[config.mk]
export PLATFORM = sky130hd
export DESIGN_NAME = keypad_entry_ctrl
export DESIGN_NICKNAME = d
export VERILOG_FILES = /design/src/rtl/suma_pkg.sv /design/src/rtl/keypad_scan.sv /design/src/rtl/keypad_entry_ctrl.sv
export SDC_FILE = /design/constraint.sdc
export NUM_CORES = 1
export LEC_CHECK = 0
export CORE_ASPECT_RATIO = 0.5
export CORE_MARGIN = 5
export CORE_UTILIZATION = 60
export CTS_BUF_LIST = sky130_fd_sc_hd__clkbuf_4
export DETAILED_ROUTE_END_ITERATION = 12
export PLACE_DENSITY = 0.93
export SLEW_MARGIN = 25
export SYNTH_ARGS = -nofsm -noshare
export SYNTH_HDL_FRONTEND = slang
export SYNTH_SLANG_ARGS = --single-unit
[constraint.sdc]
create_clock -name clk -period 6.5 [get_ports clk]
set_input_delay 1.3 -clock clk [delete_from_list [all_inputs] [get_ports clk]]
set_output_delay 1.3 -clock clk [all_outputs]
set_load 0.01 [all_outputs]
[src/rtl/suma_pkg.sv]
// suma_pkg: shared types and constants for the keypad adder entry path
package suma_pkg;
   typedef enum logic [1:0] {S_A, S_B, S_SUM, S_RES} state_t;
   typedef logic [3:0] key_t;
   localparam key_t KEY_STAR = 4'hE;
   localparam key_t KEY_HASH = 4'hF;
   localparam logic [1:0] DISP_A   = 2'b00;
   localparam logic [1:0] DISP_B   = 2'b01;
   localparam logic [1:0] DISP_RES = 2'b10;
   localparam key_t KEYMAP [4][4] = '{
      '{4'h1, 4'h2, 4'h3, 4'hA},
      '{4'h4, 4'h5, 4'h6, 4'hB},
      '{4'h7, 4'h8, 4'h9, 4'hC},
      '{4'hE, 4'h0, 4'hF, 4'hD}
   };
   function automatic logic is_digit(key_t k);
      return k <= 4'd9;
   endfunction
endpackage

[src/rtl/keypad_scan.sv]
// keypad_scan: drives keypad rows, samples columns and debounces them into one-shot key events
module keypad_scan
   import suma_pkg::*;
#(
   parameter int SCAN_DIV       = 50000,
   parameter int DEBOUNCE_SCANS = 4
) (
   input  logic       clk,
   input  logic       rst,
   input  logic [3:0] col,
   output logic [3:0] fila,
   output logic       key_valid,
   output key_t       key_code
);
   localparam int DW = SCAN_DIV > 1 ? $clog2(SCAN_DIV) : 1;
   localparam int CW = $clog2(DEBOUNCE_SCANS + 1);
   localparam int RW = $clog2(4 * DEBOUNCE_SCANS + 1);
   logic [DW-1:0] div_q, div_d;
   logic [1:0]    row_q, row_d, cand_row_q, cand_row_d, cidx;
   logic [3:0]    c1_q, c2_q;
   key_t          cand_q, cand_d, code_q, code_d, code;
   logic [CW-1:0] cnt_q, cnt_d;
   logic [RW-1:0] idle_q, idle_d;
   logic          held_q, held_d, valid_q, valid_d, sample, hit;
   always_comb begin
      sample = div_q == DW'(SCAN_DIV - 1);
      div_d = sample ? '0 : div_q + DW'(1);
      row_d = sample ? row_q + 2'd1 : row_q;
      hit = $countones(c2_q) == 1;
      cidx = c2_q[3] ? 2'd0 : c2_q[2] ? 2'd1 : c2_q[1] ? 2'd2 : 2'd3;
      code = KEYMAP[row_q][cidx];
      cand_d = cand_q;
      cand_row_d = cand_row_q;
      cnt_d = cnt_q;
      idle_d = idle_q;
      held_d = held_q;
      code_d = code_q;
      valid_d = 1'b0;
      if (sample && hit) begin
         idle_d = '0;
         if (cnt_q != '0 && code == cand_q)
            cnt_d = cnt_q == CW'(DEBOUNCE_SCANS) ? cnt_q : cnt_q + CW'(1);
         else begin
            cand_d = code;
            cand_row_d = row_q;
            cnt_d = CW'(1);
         end
         if (cnt_d == CW'(DEBOUNCE_SCANS) && !held_q) begin
            valid_d = 1'b1;
            held_d = 1'b1;
            code_d = cand_d;
         end
      end else if (sample) begin
         if (row_q == cand_row_q) cnt_d = '0;
         idle_d = idle_q == RW'(4 * DEBOUNCE_SCANS) ? idle_q : idle_q + RW'(1);
         // release only after DEBOUNCE_SCANS whole scans came back empty
         if (idle_d == RW'(4 * DEBOUNCE_SCANS)) held_d = 1'b0;
      end
   end
   always_ff @(posedge clk or posedge rst) begin
      if (rst) begin
         div_q <= '0;
         row_q <= '0;
         c1_q <= '0;
         c2_q <= '0;
         cand_q <= '0;
         cand_row_q <= '0;
         cnt_q <= '0;
         idle_q <= '0;
         held_q <= 1'b0;
         code_q <= '0;
         valid_q <= 1'b0;
      end else begin
         div_q <= div_d;
         row_q <= row_d;
         c1_q <= col;
         c2_q <= c1_q;
         cand_q <= cand_d;
         cand_row_q <= cand_row_d;
         cnt_q <= cnt_d;
         idle_q <= idle_d;
         held_q <= held_d;
         code_q <= code_d;
         valid_q <= valid_d;
      end
   end
   assign fila = 4'b0001 << row_q;
   assign key_valid = valid_q;
   assign key_code = code_q;
endmodule

[src/rtl/keypad_entry_ctrl.sv]
// keypad_entry_ctrl: collects BCD operands from the keypad and sequences the adder start and display select
module keypad_entry_ctrl
   import suma_pkg::*;
#(
   parameter int SCAN_DIV       = 50000,
   parameter int DEBOUNCE_SCANS = 4,
   parameter int NDIG           = 3
) (
   input  logic              clk,
   input  logic              rst,
   input  logic [3:0]        col,
   input  logic              operador,
   output logic [3:0]        fila,
   output logic [4*NDIG-1:0] num_a,
   output logic [4*NDIG-1:0] num_b,
   output logic              suma_go,
   output logic [1:0]        disp_sel,
   output logic [1:0]        digit_cnt
);
   localparam int W = 4 * NDIG;
   logic         key_valid, op_evt, dig, star;
   key_t         key_code;
   state_t       state_q, state_d;
   logic [W-1:0] a_q, a_d, b_q, b_d, cur, ent;
   logic [1:0]   cnt_q, cnt_d, ent_cnt, disp_q, disp_d;
   logic [2:0]   op_q, op_d;
   logic         go_q, go_d;
   keypad_scan #(.SCAN_DIV(SCAN_DIV), .DEBOUNCE_SCANS(DEBOUNCE_SCANS)) u_scan (
      .clk(clk), .rst(rst), .col(col), .fila(fila), .key_valid(key_valid), .key_code(key_code)
   );
   always_comb begin
      op_d = {op_q[1:0], operador};
      op_evt = op_q[1] & ~op_q[2];
      dig = key_valid && is_digit(key_code);
      star = key_valid && key_code == KEY_STAR;
      cur = state_q == S_B ? b_q : a_q;
      ent = cur;
      ent_cnt = cnt_q;
      if (dig && cnt_q < 2'(NDIG)) begin
         ent = W'({cur, key_code});
         ent_cnt = cnt_q + 2'd1;
      end else if (star) begin
         ent = '0;
         ent_cnt = '0;
      end
      state_d = state_q;
      a_d = a_q;
      b_d = b_q;
      cnt_d = cnt_q;
      disp_d = disp_q;
      go_d = 1'b0;
      // op_evt takes priority, so a key landing in the same cycle is dropped
      case (state_q)
         S_A:
            if (op_evt) begin
               state_d = S_B;
               cnt_d = '0;
               disp_d = DISP_B;
            end else begin
               a_d = ent;
               cnt_d = ent_cnt;
            end
         S_B:
            if (op_evt) begin
               state_d = S_SUM;
               go_d = 1'b1;
               disp_d = DISP_RES;
            end else begin
               b_d = ent;
               cnt_d = ent_cnt;
            end
         S_SUM: state_d = S_RES;
         S_RES:
            if (op_evt || (key_valid && key_code == KEY_HASH)) begin
               state_d = S_A;
               a_d = '0;
               b_d = '0;
               cnt_d = '0;
               disp_d = DISP_A;
            end else if (dig) begin
               state_d = S_A;
               a_d = W'(key_code);
               b_d = '0;
               cnt_d = 2'd1;
               disp_d = DISP_A;
            end
         default: state_d = S_A;
      endcase
   end
   always_ff @(posedge clk or posedge rst) begin
      if (rst) begin
         state_q <= S_A;
         a_q <= '0;
         b_q <= '0;
         cnt_q <= '0;
         disp_q <= DISP_A;
         go_q <= 1'b0;
         op_q <= '0;
      end else begin
         state_q <= state_d;
         a_q <= a_d;
         b_q <= b_d;
         cnt_q <= cnt_d;
         disp_q <= disp_d;
         go_q <= go_d;
         op_q <= op_d;
      end
   end
   assign num_a = a_q;
   assign num_b = b_q;
   assign suma_go = go_q;
   assign disp_sel = disp_q;
   assign digit_cnt = cnt_q;
endmodule
==> results.tsv, run 1 <==
metric	value	unit
ff2ff_setup_slack	2790	ps
crit_path_start	u_scan.c2_q[3]	
fin_crit_sh	0.570	
mostFrequentLayoutCells	dfrtp_1 (80), nand2_1 (47), o21ai_0 (43)	
drc	0	
grt_pass1_vias	3259	
worstPathArrival	4030	ps
end_kind	flop	
cellPowerDensity	239	nW/µm²
fin_crit	3710	ps
drv_slew	0	
syn-num-nets	455	
antenna_found_initial	0	
cts-resized-gates	0	
clkTransAtPathRegs	120	ps
drive_gt1_frac	0.0771	
start_util	0.627	
synthFlopType	dfrtp_1	
path_class	reg -> reg	
viasPerCell	6.01	
cts_tree	yes	
yosysWarnings	0	
avgSynthCellArea	10.0	µm²
cp_data_required_time	6830	ps
coreArea	6810	µm²
antenna_cells	0	
final_hold_viol_count	0	
tightest_slew	939	ps
syn_inst	426	
htree_num_levels	3	
die_x	129	µm
drt-initial-drc-count	351	
portBuffers	39	
synthArstFlopShare	1.00	
setup_viol	0	
holdCritPathClass	reg -> reg	
syn_area	4270	µm²
rows	21	
p_leak	2.18	nW
setup_tns	0	ps
routedWlPerCell	16.1	µm
rsz0062_at_grt	no	
cts_setup_buffers	0	
clk_latency	440	ps
synth_edf_count	0	
fin_nets	491	
synth.distinct_cells	64	
fin_worst_skew	15.7	ps
wl	8990	µm
vdd_drop_max	141	µV
synth_seq_cells	80	
status	finished clean	
vias	3360	
ant_nets	0	
globalplace.congestion	0.922	
hold_start	u_scan.c1_q[1]	
grtUsageTotal	0.207	
grt_pass1_wl	15100	µm
max_slew_margin	0.374	
fmax	0.270	GHz
start_kind	flop	
yosysSeqAreaShare	0.469	
grt_start_max_net_pins	81	
overflow	0	
cts.hold.buffers_added	0	
area_growth	14.3	%
die_area	9000	µm²
dp.final_hpwl	6150	µm
die_h	69.6	µm
clockBufferDepth	2	
final_common_cell	dfrtp_1	
whs	346	ps
dr.pass1.iters	7	
cts-root-buf	clkbuf_4	
rr_startpoint	u_scan.c2_q[3]	
cts_buffers	9	
clock_sinks	80	
io_pins	40	
drv_cap	0	
crit_fanout	10	
[logic make-up (layout without fill, tap and decap cells)]
group                      after synthesis  count (layout)  synth area share
and+or+nand+nor                        152             152             0.181
AOI/OAI and AO/OA                       90              90             0.135
DFF                                     80              80             0.469
buffers and inverters                   32              73            0.0302
muxes                                   28              28            0.0715
adders and majority gates               22              22            0.0663
xor gates and xnor gates                22              22            0.0469
[stage by stage]
stage,utilization,cells,total power (W),worst slack [ps],instance area [µm²]
2_1_floorplan,-,426,0.000763,3150,4270
3_3_place_gp,0.694,543,0.000832,3060,4720
3_5_place_dp,0.694,543,0.000846,2870,4720
4_1_cts,0.716,559,0.00117,2830,4870
5_1_grt,0.717,559,0.00122,2690,4880
6_report,0.717,559,0.00117,2790,4880
[area by class of cell]
class / count / area [µm²]
fill: 472 / 1930
inverter: 16 / 61.3
timing repair buffer: 41 / 409
clock inverter: 5 / 71.3
multi-input combinational: 314 / 2140
tap: 92 / 115
clock buffer: 11 / 82.6
sequential: 80 / 2000
[worst paths after layout]
path                                       to  cells past startpoint
max in group asynchronous     u_scan.div_q[5]                      3
hold reg to reg                u_scan.c2_q[1]                      0
min in group asynchronous           num_b[10]                      3
hold / removal                 u_scan.c2_q[1]                      0
setup / recovery           u_scan.key_code[3]                     10
setup reg to reg           u_scan.key_code[3]                     10
[registers in the layout, indices dropped and copies added (netlist names), 4 cells and up]
register,cells
num_a,12
u_scan.c2_q,4
u_scan.div_q,16
u_scan.c1_q,4
u_scan.key_code,4
u_scan.idle_q,5
u_scan.cand_q,4
num_b,12
[cells in the mapped netlist (all sizes together), types with 2 or more instances]
| cell type | count | area [µm²] |
|---|---|---|
| nand2b | 5 | 31.3 |
| nand4 | 8 | 50.1 |
| or3 | 5 | 36.3 |
| clkbuf | 12 | 45.0 |
| nand3 | 10 | 50.1 |
| a21oi | 14 | 70.1 |
| xor2 | 8 | 70.1 |
| mux2 | 14 | 165 |
| a211o | 2 | 17.5 |
| nor3 | 14 | 70.1 |
| o21ai | 45 | 225 |
| a31oi | 2 | 12.5 |
| a21o | 2 | 15.0 |
| a2111oi | 2 | 23.8 |
| and3 | 8 | 50.1 |
| nor2b | 5 | 31.3 |
| a32o | 2 | 20.0 |
| nand2 | 47 | 176 |
| a211oi | 3 | 22.5 |
| inv | 16 | 60.1 |
| o211a | 3 | 30.0 |
| xnor2 | 14 | 130 |
| nor2 | 34 | 128 |
| dfrtp | 80 | 2000 |
| o41ai | 2 | 25.0 |
| buf | 4 | 23.8 |
| and2 | 4 | 25.0 |
| o31a | 2 | 17.5 |
| mux2i | 14 | 140 |
| ha | 21 | 263 |
[metal layers]
| metal | vias up | GRT usage | routed length, µm |
|---|---|---|---|
| met5 | - | 0 | 0 |
| met4 | 0 | 0.0896 | 211 |
| met3 | 28 | 0.0577 | 490 |
| met2 | 126 | 0.329 | 4360 |
| met1 | 1619 | 0.264 | 3920 |
| li1 | 1587 | - | - |
[power by group]
group | switching, W | internal (W)
Combinational | 0.000194 | 0.000114
Sequential | 0.0000148 | 0.000519
Clock | 0.000163 | 0.000161
[worst max-delay path, stage by stage (launching register included)]
cell,delay (ps)
dfrtp_1,460
inv_1,270
ha_1,310
ha_1,200
fa_1,440
nor2_1,160
and2_1,230
nand2_1,180
or4_4,580
nor4b_4,420
mux2_4,340
Note: power is estimated with default switching activity, not from simulation.
==> run 2: changes to the inputs <==
- clock period: 6.5 -> 3.7 ns (I/O delays scaled with it)
==> run 2 against run 1 <==
Sequential cell count stayed put. Critical path depth is 1 higher. Worst setup slack lost 2600 ps. Critical endpoint unchanged.
==> results.tsv, run 2 (same netlist as run 1, synthesis figures left out) <==
metric	value	unit	change
grt_start_max_net_pins	43		was 81
grt_pass1_vias	3325		was 3259
tightest_slew	870	ps	was 939 ps
path_cells	inv_2, ha_1, ha_1, fa_1, nor2_1, and2_1, nand2_1, or4_4, nor4b_4, buf_4, mux2_4		was inv_1, ha_1, ha_1, fa_1, nor2_1, and2_1, nand2_1, or4_4, nor4b_4, mux2_4
power.share.clock	0.279		was 0.278
top_register	u_scan.div_q		unchanged
die_h	69.6	µm	unchanged
crit_buf_inv	2		was 1
rr_startpoint	u_scan.c2_q[3]		unchanged
fin_crit_sh	0.954		was 0.570
ant_nets	0		unchanged
crit_path_start	u_scan.c2_q[3]		unchanged
cellPowerDensity	415	nW/µm²	was 239 nW/µm²
die_area	9000	µm²	unchanged
htree_num_levels	3		unchanged
rows	21		unchanged
hold_start	u_scan.c1_q[3]		was u_scan.c1_q[1]
crit_fanout	10		unchanged
cts_tree	yes		unchanged
start_util	0.627		unchanged
rsz0062_at_grt	no		unchanged
setup_tns	0	ps	unchanged
combPwrFrac	0.262		was 0.264
start_kind	flop		unchanged
clkTransAtPathRegs	110	ps	was 120 ps
cts.hold.buffers_added	0		unchanged
path_common_cell	ha_1		unchanged
p_int	0.00140	W	was 0.000794 W
mostFrequentLayoutCells	dfrtp_1 (80), nand2_1 (47), o21ai_0 (43)		unchanged
drc	0		unchanged
globalplace.congestion	0.864		was 0.922
whs	343	ps	was 346 ps
switchingPower	0.000647	W	was 0.000372 W
fmax	0.283	GHz	was 0.270 GHz
cts-root-buf	clkbuf_4		unchanged
clk_latency	440	ps	about the same
clockBufferDepth	2		unchanged
dp_slack	118	ps	was 2870 ps
sw_frac_of_total	0.317		was 0.319
post-route-util	0.723		was 0.717
overflow	0		unchanged
antenna_cells	0		unchanged
worstPathArrival	3850	ps	was 4030 ps
end_kind	flop		unchanged
final_hold_viol_count	0		unchanged
path_class	reg -> reg		unchanged
grt_pass1_wl	15600	µm	was 15100 µm
fillers	444		was 472
drv_cap	0		unchanged
fin_cells	563		was 559
routedWlPerCell	15.8	µm	was 16.1 µm
antenna_found_initial	0		unchanged
largest_reg_flops	16		unchanged
dp.final_hpwl	6280	µm	was 6150 µm
fin_nets	495		was 491
drt-initial-drc-count	357		was 351
viasPerCell	6.03		was 6.01
slowest_delay	550	ps	was 580 ps
cts_buffers	9		unchanged
fin_worst_skew	18.0	ps	was 15.7 ps
setup_viol	0		unchanged
holdCritPathClass	reg -> reg		unchanged
critical_path.slowest_cell	or4_4		unchanged
io_pins	40		unchanged
seq_power_share	0.459		was 0.457
die_x	129	µm	unchanged
dr.pass1.iters	5		was 7
final_common_cell	dfrtp_1		unchanged
max_slew_margin	0.418		was 0.374
wl	8890	µm	was 8990 µm
fin_ws	170	ps	was 2790 ps
p_leak	2.20	nW	was 2.18 nW
ff2ff_setup_slack	170	ps	was 2790 ps
fin_crit	3530	ps	was 3710 ps
area_growth	15.2	%	was 14.3%
vdd_drop_max	244	µV	was 141 µV
clock_sinks	80		unchanged
drive_gt1_frac	0.0870		was 0.0771
cp_data_required_time	4020	ps	was 6830 ps
vias	3396		was 3360
cpLargestDelayFamily	simple AND/OR/NAND/NOR gates		unchanged
status	finished clean		unchanged
portBuffers	39		unchanged
dp.cells	545		was 543
drv_slew	0		unchanged
grtUsageTotal	0.212		was 0.207
coreArea	6810	µm²	unchanged
## run 2: cell count changes in the layout (fill, tap and decap cells not counted), sizes merged
cell,change
buf,+4
## run 2: final cells by class
cell class                      instances  area, µm²  area share
Multi-Input combinational cell        314       2140       0.435
Sequential cell                        80       2000       0.407
Timing Repair Buffer                   45        448      0.0911
Tap cell                               92        115      0.0234
Clock buffer                           11       82.6      0.0168
Clock inverter                          5       71.3      0.0145
Inverter                               16       61.3      0.0125
## run 2: path summary, 6_finish.rpt
path | depth (start not counted) | endpoint
setup / recovery | 11 | u_scan.key_code[3]
hold reg to reg | 0 | u_scan.c2_q[3]
hold / removal | 0 | u_scan.c2_q[3]
setup reg to reg | 11 | u_scan.key_code[3]
min in group asynchronous | 2 | u_scan.idle_q[4]
max in group asynchronous | 3 | u_scan.cand_q[2]
## run 2: timing repair
item                                    in CTS  in global routing
resized for setup                            0                  1
setup buffers                                0                  2
endpoints found under the setup margin       0                  4
## run 2: per-stage QoR
stage | power, W | instance area (µm²)
global placement | 0.00147 | 4750
global route | 0.00216 | 4920
floorplan | 0.00134 | 4270
detailed placement | 0.00148 | 4750
CTS | 0.00205 | 4900
finish | 0.00204 | 4920
## run 2: routing by layer
metal	part of all wire	global-route usage	wire length [µm]	vias to the layer above
met3	0.062	0.0608	547	20
met5	0	0	0	-
met4	0.019	0.0803	165	0
met2	0.50	0.344	4410	121
met1	0.42	0.269	3770	1657
li1	-	-	-	1598
## run 2: power groups by stage
| stage | Combinational (W) | Clock [W] | Sequential, W |
|---|---|---|---|
| 2_1_floorplan | 0.000383 | 0 | 0.000958 |
| 3_3_place_gp | 0.000513 | 0 | 0.000952 |
| 3_5_place_dp | 0.000531 | 0 | 0.000954 |
| 4_1_cts | 0.000532 | 0.000586 | 0.000937 |
| 5_1_grt | 0.000588 | 0.000628 | 0.000942 |
| 6_report | 0.000536 | 0.000570 | 0.000936 |
